==> src/rtl/ds1302_set_seq.sv <==
// rtl/ds1302_set_seq.sv - issues the nine-byte DS1302 time-set write sequence through ds1302write
module ds1302_set_seq #(
    parameter int CLK_DIV       = 50,
    parameter int GAP_CYC       = 100,
    parameter int TIMEOUT_EDGES = 20
) (
    input  logic       clk,
    input  logic       rst,
    input  logic       start,
    input  logic [7:0] sec,
    input  logic [7:0] min,
    input  logic [7:0] hour,
    input  logic [7:0] date,
    input  logic [7:0] month,
    input  logic [7:0] day,
    input  logic [7:0] year,
    output logic       wrEn,
    output logic [7:0] wrAddr,
    output logic [7:0] wrData,
    input  logic       wrCe,
    input  logic       wrDone,
    output logic       sclk,
    output logic       busy,
    output logic       done,
    output logic       error,
    output logic [3:0] curIdx
);

    localparam int DW = $clog2(CLK_DIV);
    localparam int GW = $clog2(GAP_CYC + 1);
    localparam int EW = $clog2(TIMEOUT_EDGES + 1);
    localparam logic [DW-1:0] DIV_LAST = DW'(CLK_DIV - 1);
    localparam logic [GW-1:0] GAP_LAST = GW'(GAP_CYC - 1);
    localparam logic [EW-1:0] TO_EDGES = EW'(TIMEOUT_EDGES);

    typedef enum logic [2:0] {
        S_IDLE,
        S_ISSUE,
        S_WAIT,
        S_GAP,
        S_DONE,
        S_ERR
    } state_t;

    state_t state, state_n;
    logic [3:0]    idx, idx_n;
    logic [DW-1:0] div_cnt;
    logic [GW-1:0] gap_cnt;
    logic [EW-1:0] edge_cnt;
    logic [7:0]    sec_q, min_q, hour_q, date_q, month_q, day_q, year_q;
    logic [7:0]    addr_n, data_n;
    logic          accept, run, rise, timeout;

    assign accept  = start && (state == S_IDLE || state == S_ERR);
    assign run     = (state == S_WAIT) && wrCe;
    assign rise    = run && (div_cnt == DIV_LAST) && !sclk;
    assign timeout = (state == S_WAIT) && (edge_cnt == TO_EDGES);

    always_comb begin
        state_n = state;
        idx_n   = idx;
        case (state)
            S_IDLE, S_ERR: begin
                if (accept) begin
                    state_n = S_ISSUE;
                    idx_n   = 4'd0;
                end
            end
            S_ISSUE: state_n = S_WAIT;
            S_WAIT: begin
                // a completion arriving with the last permitted edge still counts as success
                if (wrDone)
                    state_n = S_GAP;
                else if (timeout)
                    state_n = S_ERR;
            end
            S_GAP: begin
                if (gap_cnt == GAP_LAST) begin
                    if (idx == 4'd8) begin
                        state_n = S_DONE;
                    end else begin
                        state_n = S_ISSUE;
                        idx_n   = idx + 4'd1;
                    end
                end
            end
            S_DONE:  state_n = S_IDLE;
            default: state_n = S_IDLE;
        endcase
    end

    always_comb begin
        addr_n = 8'h00;
        data_n = 8'h00;
        case (idx_n)
            4'd0: begin addr_n = 8'h8E; data_n = 8'h00;    end
            4'd1: begin addr_n = 8'h80; data_n = sec_q;    end
            4'd2: begin addr_n = 8'h82; data_n = min_q;    end
            4'd3: begin addr_n = 8'h84; data_n = hour_q;   end
            4'd4: begin addr_n = 8'h86; data_n = date_q;   end
            4'd5: begin addr_n = 8'h88; data_n = month_q;  end
            4'd6: begin addr_n = 8'h8A; data_n = day_q;    end
            4'd7: begin addr_n = 8'h8C; data_n = year_q;   end
            4'd8: begin addr_n = 8'h8E; data_n = 8'h80;    end
            default: begin addr_n = 8'h00; data_n = 8'h00; end
        endcase
    end

    always_ff @(posedge clk) begin
        if (!rst) begin
            state  <= S_IDLE;
            idx    <= 4'd0;
            wrAddr <= 8'h00;
            wrData <= 8'h00;
        end else begin
            state <= state_n;
            idx   <= idx_n;
            if (state_n == S_ISSUE) begin
                wrAddr <= addr_n;
                wrData <= data_n;
            end
        end
    end

    // clock-halt bit is always cleared so the oscillator runs after the set
    always_ff @(posedge clk) begin
        if (!rst) begin
            sec_q   <= 8'h00;
            min_q   <= 8'h00;
            hour_q  <= 8'h00;
            date_q  <= 8'h00;
            month_q <= 8'h00;
            day_q   <= 8'h00;
            year_q  <= 8'h00;
        end else if (accept) begin
            sec_q   <= sec & 8'h7F;
            min_q   <= min;
            hour_q  <= hour;
            date_q  <= date;
            month_q <= month;
            day_q   <= day;
            year_q  <= year;
        end
    end

    // sclk is dropped on the same edge that leaves WAIT, so it never lingers high
    always_ff @(posedge clk) begin
        if (!rst) begin
            div_cnt <= '0;
            sclk    <= 1'b0;
        end else if (run && state_n == S_WAIT) begin
            if (div_cnt == DIV_LAST) begin
                div_cnt <= '0;
                sclk    <= ~sclk;
            end else begin
                div_cnt <= div_cnt + 1'b1;
            end
        end else begin
            div_cnt <= '0;
            sclk    <= 1'b0;
        end
    end

    always_ff @(posedge clk) begin
        if (!rst || state != S_WAIT)
            edge_cnt <= '0;
        else if (rise && edge_cnt != TO_EDGES)
            edge_cnt <= edge_cnt + 1'b1;
    end

    always_ff @(posedge clk) begin
        if (!rst || state != S_GAP)
            gap_cnt <= '0;
        else
            gap_cnt <= gap_cnt + 1'b1;
    end

    assign wrEn   = (state == S_ISSUE);
    assign busy   = (state == S_ISSUE) || (state == S_WAIT) || (state == S_GAP) || (state == S_DONE);
    assign done   = (state == S_DONE);
    assign error  = (state == S_ERR);
    assign curIdx = idx;

endmodule

==> config.mk <==
export PLATFORM = sky130hd
export DESIGN_NAME = ds1302_set_seq
export DESIGN_NICKNAME = d
export VERILOG_FILES = /design/src/rtl/ds1302_set_seq.sv
export SDC_FILE = /design/constraint.sdc
export NUM_CORES = 1
export LEC_CHECK = 0
export BUFFER_PORTS_ARGS = -buffer_cell sky130_fd_sc_hd__buf_2
export CAP_MARGIN = 20
export CORE_MARGIN = 8
export CORE_UTILIZATION = 55
export DETAILED_ROUTE_END_ITERATION = 8
export PLACE_DENSITY = 0.83
export SYNTH_ARGS = -nofsm -noshare
export SYNTH_HDL_FRONTEND = slang
export SYNTH_SLANG_ARGS = --single-unit
export TNS_END_PERCENT = 100
==> constraint.sdc <==
create_clock -name clk -period 2.8 [get_ports clk]
set_input_delay 0.56 -clock clk [delete_from_list [all_inputs] [get_ports clk]]
set_output_delay 0.56 -clock clk [all_outputs]
set_load 0.1 [all_outputs]
## Word-level counts from Yosys, hierarchy flattened

Cells that the tools add are included.

- $add $sub $neg: 4
- Eq/ne operators: 22
- Muxes and demuxes: 12
- Bitwise operators: 3
- Reduce and logical (&&, ||, !) cells: 21

Operators by type and width:

| operator | count |
|---|---|
| 8-bit case mux with 8 select lines | 2 |
| 4-bit by 3-bit == test with 1-bit output, second input constant | 4 |
| 3-bit two-way mux | 5 |
| 4-bit two-way mux | 3 |
| 3-bit case mux with 4 select lines | 1 |
| 3-bit by 2-bit == test with 1-bit output, second input constant | 3 |
| 4-bit by 2-bit == test with 1-bit output, second input constant | 2 |
| 4-bit == test, second input constant | 2 |
| 4-bit case mux with 2 select lines | 1 |
| 7-bit by 1-bit adder with 7-bit output, second input constant | 1 |
| 7-bit == test, second input constant | 1 |
| 1-bit logical AND | 7 |
| 6-bit by 1-bit adder with 6-bit output, second input constant | 1 |
| 3-bit by 1-bit == test with 1-bit output, second input constant | 2 |
| 3-bit == test, second input constant | 2 |
| 6-bit == test, second input constant | 1 |
| 1-bit logical OR | 6 |
| 3-bit by 2-bit inequality test with 1-bit output, second input constant | 2 |
| 5-bit by 1-bit adder with 5-bit output, second input constant | 1 |
| 5-bit == test, second input constant | 1 |
| 5-bit inequality test, second input constant | 1 |
| 4-bit by 1-bit adder with 4-bit output, second input constant | 1 |
| 4-bit by 1-bit == test with 1-bit output, second input constant | 1 |
| 4-bit logical NOT | 1 |
| 6 further kinds | 10 |

- Register bits: 97
- Bits of input ports: 61
- Word-level logic and storage cells: 77

## Longest topological paths before layout

- Word-level depth: 9
- Depth in mapped cells: 11
- Gate-level depth less buffers: 10

## Least setup slack after synthesis

OpenSTA, ideal clock, no wires.

- Kind: register to output
- Start point: register state[2]
- End point: output port done
- Arrival time: 2.587 ns
- Required time: 2.240 ns
- Setup slack: -0.347 ns
- Cell stages (with the launch flop): 4
- Cell sequence: dfxtp_1 > buf_2 > inv_1 > nor3_1

- Cells in the longest elaborated chain, start to end: 1

RTL lines:

| item | RTL line | text |
|---|---|---|
| start, declared | 45 | `state_t state, state_n;` |
| start signal, assigned | 116 | `state <= state_n;` |
| 3-bit == test | 180 | `assign done = (state == S_DONE);` |
| end, declared | 24 | `output logic done,` |

No other way between the ends.

## Final worst setup path

- Start point: register gap_cnt[2]
- End point: register wrData[3]

- Cells in the longest elaborated chain, start to end: 5

RTL lines:

| item | RTL line | text |
|---|---|---|
| start, declared | 48 | `logic [GW-1:0] gap_cnt;` |
| start signal, assigned | 175 | `gap_cnt <= gap_cnt + 1'b1;` |
| 7-bit == test * | 78 | `if (gap_cnt == GAP_LAST) begin` |
| 4-bit two-way mux | 78 |  |
| 4-bit case mux with 2 select lines | 62 | `case (state)` |
| 4-bit == test (tied with other cells) | 95 | `case (idx_n)` |
| 8-bit case mux with 8 select lines | 95 |  |
| end signal, assigned | 120 | `wrData <= data_n;` |
| end, declared | 19 | `output logic [7:0] wrData,` |

Mark *: on every way between the ends. The rest lies on a longest branch, timed or not.
A chain may end at the register's enable or synchronous reset.

==> run metrics <==
overflow left after global routing=0; CORE AREA=0.00801 sq mm; Synth top area share=0.418; unrepaired setup endpoints after global routing=no; Multi-input gate area=0.00240 sq mm; Final Power=around 2700 uW; WP data arrival=2.87 ns; Mapped Area=around 0.0044 sq mm; Post-synth EDFFs=0; top cells by count, synth=nand2_1, dfxtp_1, a21boi_0; cell taking the most area after synthesis=dfxtp_1; Post-CTS Resized=0; r2r worst-path depth=9; synth warn=0; Worst Tran Pin Value=about 0.54 ns; IO Pins=86; worst-path fanout max=13; DP HPWL=around 7400 um; Avg Cell Area, Syn=between 8 and 9 sq um; H-tree depth=3; die area=0.0112 sq mm; Synth Area in Adders=0.0197; DRT iter0 DRCs=roughly 230; Sum Neg Setup Slack=0 ns; Crit Path Category=reg2reg; HP Class=in2reg; CTS Buf Count=9; Synth cell types=between 50 and 60; CTS tree=yes; WL final=~10,000 um; Synth Flop Type=dfxtp_1; initial antenna violation count=0; Vias/cell=~5.4; count of pins over their slew limit=0; largest family of logic cells by synthesized area=simple AND/OR/NAND/NOR gates; Max Clk Rate=~380 MHz; VDD IR-drop max=0.255 mV; Fin Clk Skew=0.0127 ns; count of final hold-check violations=0; post-synthesis compound-gate area fraction=0.189; hold-critical path depth=3; Max Cap Viol=0; Power Density=about 530 mW/mm^2; leak pwr=roughly 0.0021 uW; Worst-Skew Late Latency=roughly 0.36 ns; multiplexer area fraction after synthesis=0.0546; first-pass GRT wire length=17,200 um; Initial Util=0.555; Layout Utilization=0.632; min Tclk post-route=2.62 ns; Final setup viols=0; CP endpoint kind=flop; Post-CTS Setup Bufs=0; GP Congestion=approximately 0.84; area share of and/or/nand/nor cells after synthesis=0.238; filler cell count in the final layout=slightly above 700; top-count cell post-synth=nand2_1; number of remaining DRC errors=0; largest net degree at the start of global routing=60; WP data required=~3.0 ns; status=completed; XOR/XNOR Fraction of Synth Area=0.0315; total track usage=0.184; via count=between 3,000 and 4,000; Sink Count=93; fraction of layout cells with a size suffix above 1=0.215; Root Driver=clkbuf_8; top cells by area, synth=dfxtp_1, nand2_1, a21boi_0; die width=106 um; Rel. slew slack=0.643; clk buf depth=2; Seq cells post-synth=93; die height=about 110 um; Initial DRT Pass Iterations=4; wire per inst=between 10 and 15 um; hold_buf cts=0; cell row count=33; Post-DRT Antenna Nets=0; vias in the first global route=3,708; Area Growth Syn to Fin=13.7%; Post-synth ARST share=0; Synth Instances=~530; final net count=approximately 660; register area share after synthesis=0.418; Reg clk slew, reported paths=about 0.09 ns; Final period util=0.937; Seq. cell area=between 0.0015 and 0.002 sq mm; startpoint types=flop; Port Buffer Count=80; n_diodes=0
## layout by cell type, fill, tap and decap left out, types with 5 or more instances in the layout
cell,netlist,routed
nand2_1,125,125
dfxtp_1,93,91
buf_2,6,80
a21boi_0,56,56
nor2_1,37,36
nand3_1,15,15
mux2i_1,13,13
o21ai_1,10,10
a21oi_1,10,10
xor2_1,9,9
o21ai_0,9,9
clkbuf_8,0,9
buf_4,5,9
xnor2_1,7,7
nand4_1,7,7
and3_1,7,7
ha_1,7,7
inv_1,6,6
and2_1,5,6
mux2_4,6,6
nor3_2,4,5
## cells by family (layout without fill, tap and decap cells)
| logic type | Yosys count | after routing |
|---|---|---|
| AOI/OAI and AO/OA | 116 | 116 |
| xor gates and xnor gates | 16 | 16 |
| adders and majority gates | 7 | 7 |
| buffers and inverters | 44 | 111 |
| DFF | 93 | 93 |
| muxes | 21 | 21 |
| other | 1 | 4 |
| and+or+nand+nor | 227 | 227 |
## path summary, 6_finish.rpt
kind                                   to       start  slack (ns)
worst max-delay path            wrData[3]  gap_cnt[2]        0.18
worst min-delay path            date_q[1]     date[1]        0.44
worst max register to register  wrData[3]  gap_cnt[2]        0.18
worst min register to register  year_q[4]   year_q[4]        0.46
## cell type report
cell class              instances  area share
multi-input cells             391       0.474
flip-flops and latches         93       0.369
repair buffers                 89      0.0925
well taps                     105      0.0260
clock buffers                   9      0.0245
clock inverters                 7      0.0101
inverters                       6     0.00445
## registers in the layout, summed over array words and instances (netlist names)
name      count
date_q        8
day_q         8
hour_q        8
min_q         8
month_q       8
wrData        8
year_q        8
gap_cnt       7
sec_q         7
div_cnt       6
edge_cnt      5
curIdx        4
wrAddr        4
state         3
sclk          1
## stage by stage
step	instances	hold WS (ns)	setup slack, ns	instance area, sq um
after floorplan	528	0.430	0.0390	4470
after global placement	684	0.441	0.185	4880
after detailed placement	684	0.451	0.131	4880
after CTS	700	0.433	0.117	5060
after global routing	700	0.442	0.0362	5060
final	700	0.439	0.175	5060
## per-layer routing
layer  track usage  vias to the layer above  share of wire
li1              -                     1907              -
met4        0.0603                        0          0.010
met1         0.237                     1770           0.46
met5             0                        -              0
met2         0.302                      107           0.48
met3        0.0375                        9          0.047
## worst max-delay path, cell delays in order (launching register included)
cell and delay [ns]:
dfxtp_1 0.40, nor4b_4 0.53, nand4_1 0.25, mux2i_1 0.22, buf_4 0.23, mux2_2 0.35, nand2_1 0.06, o21ai_0 0.07
o21ai_0 0.30, o21ai_1 0.09
## report_power, final
| part | switching [uW] | leakage (uW) | internal [uW] | total [uW] |
|---|---|---|---|---|
| Combinational | 301 | 0.00129 | 128 | 428 |
| Clock | 483 | 0.0000856 | 325 | 808 |
| Sequential | 40.3 | 0.000760 | 1390 | 1430 |
| Total | 824 | 0.00214 | 1850 | 2670 |
(Power assumes the default switching activity.)
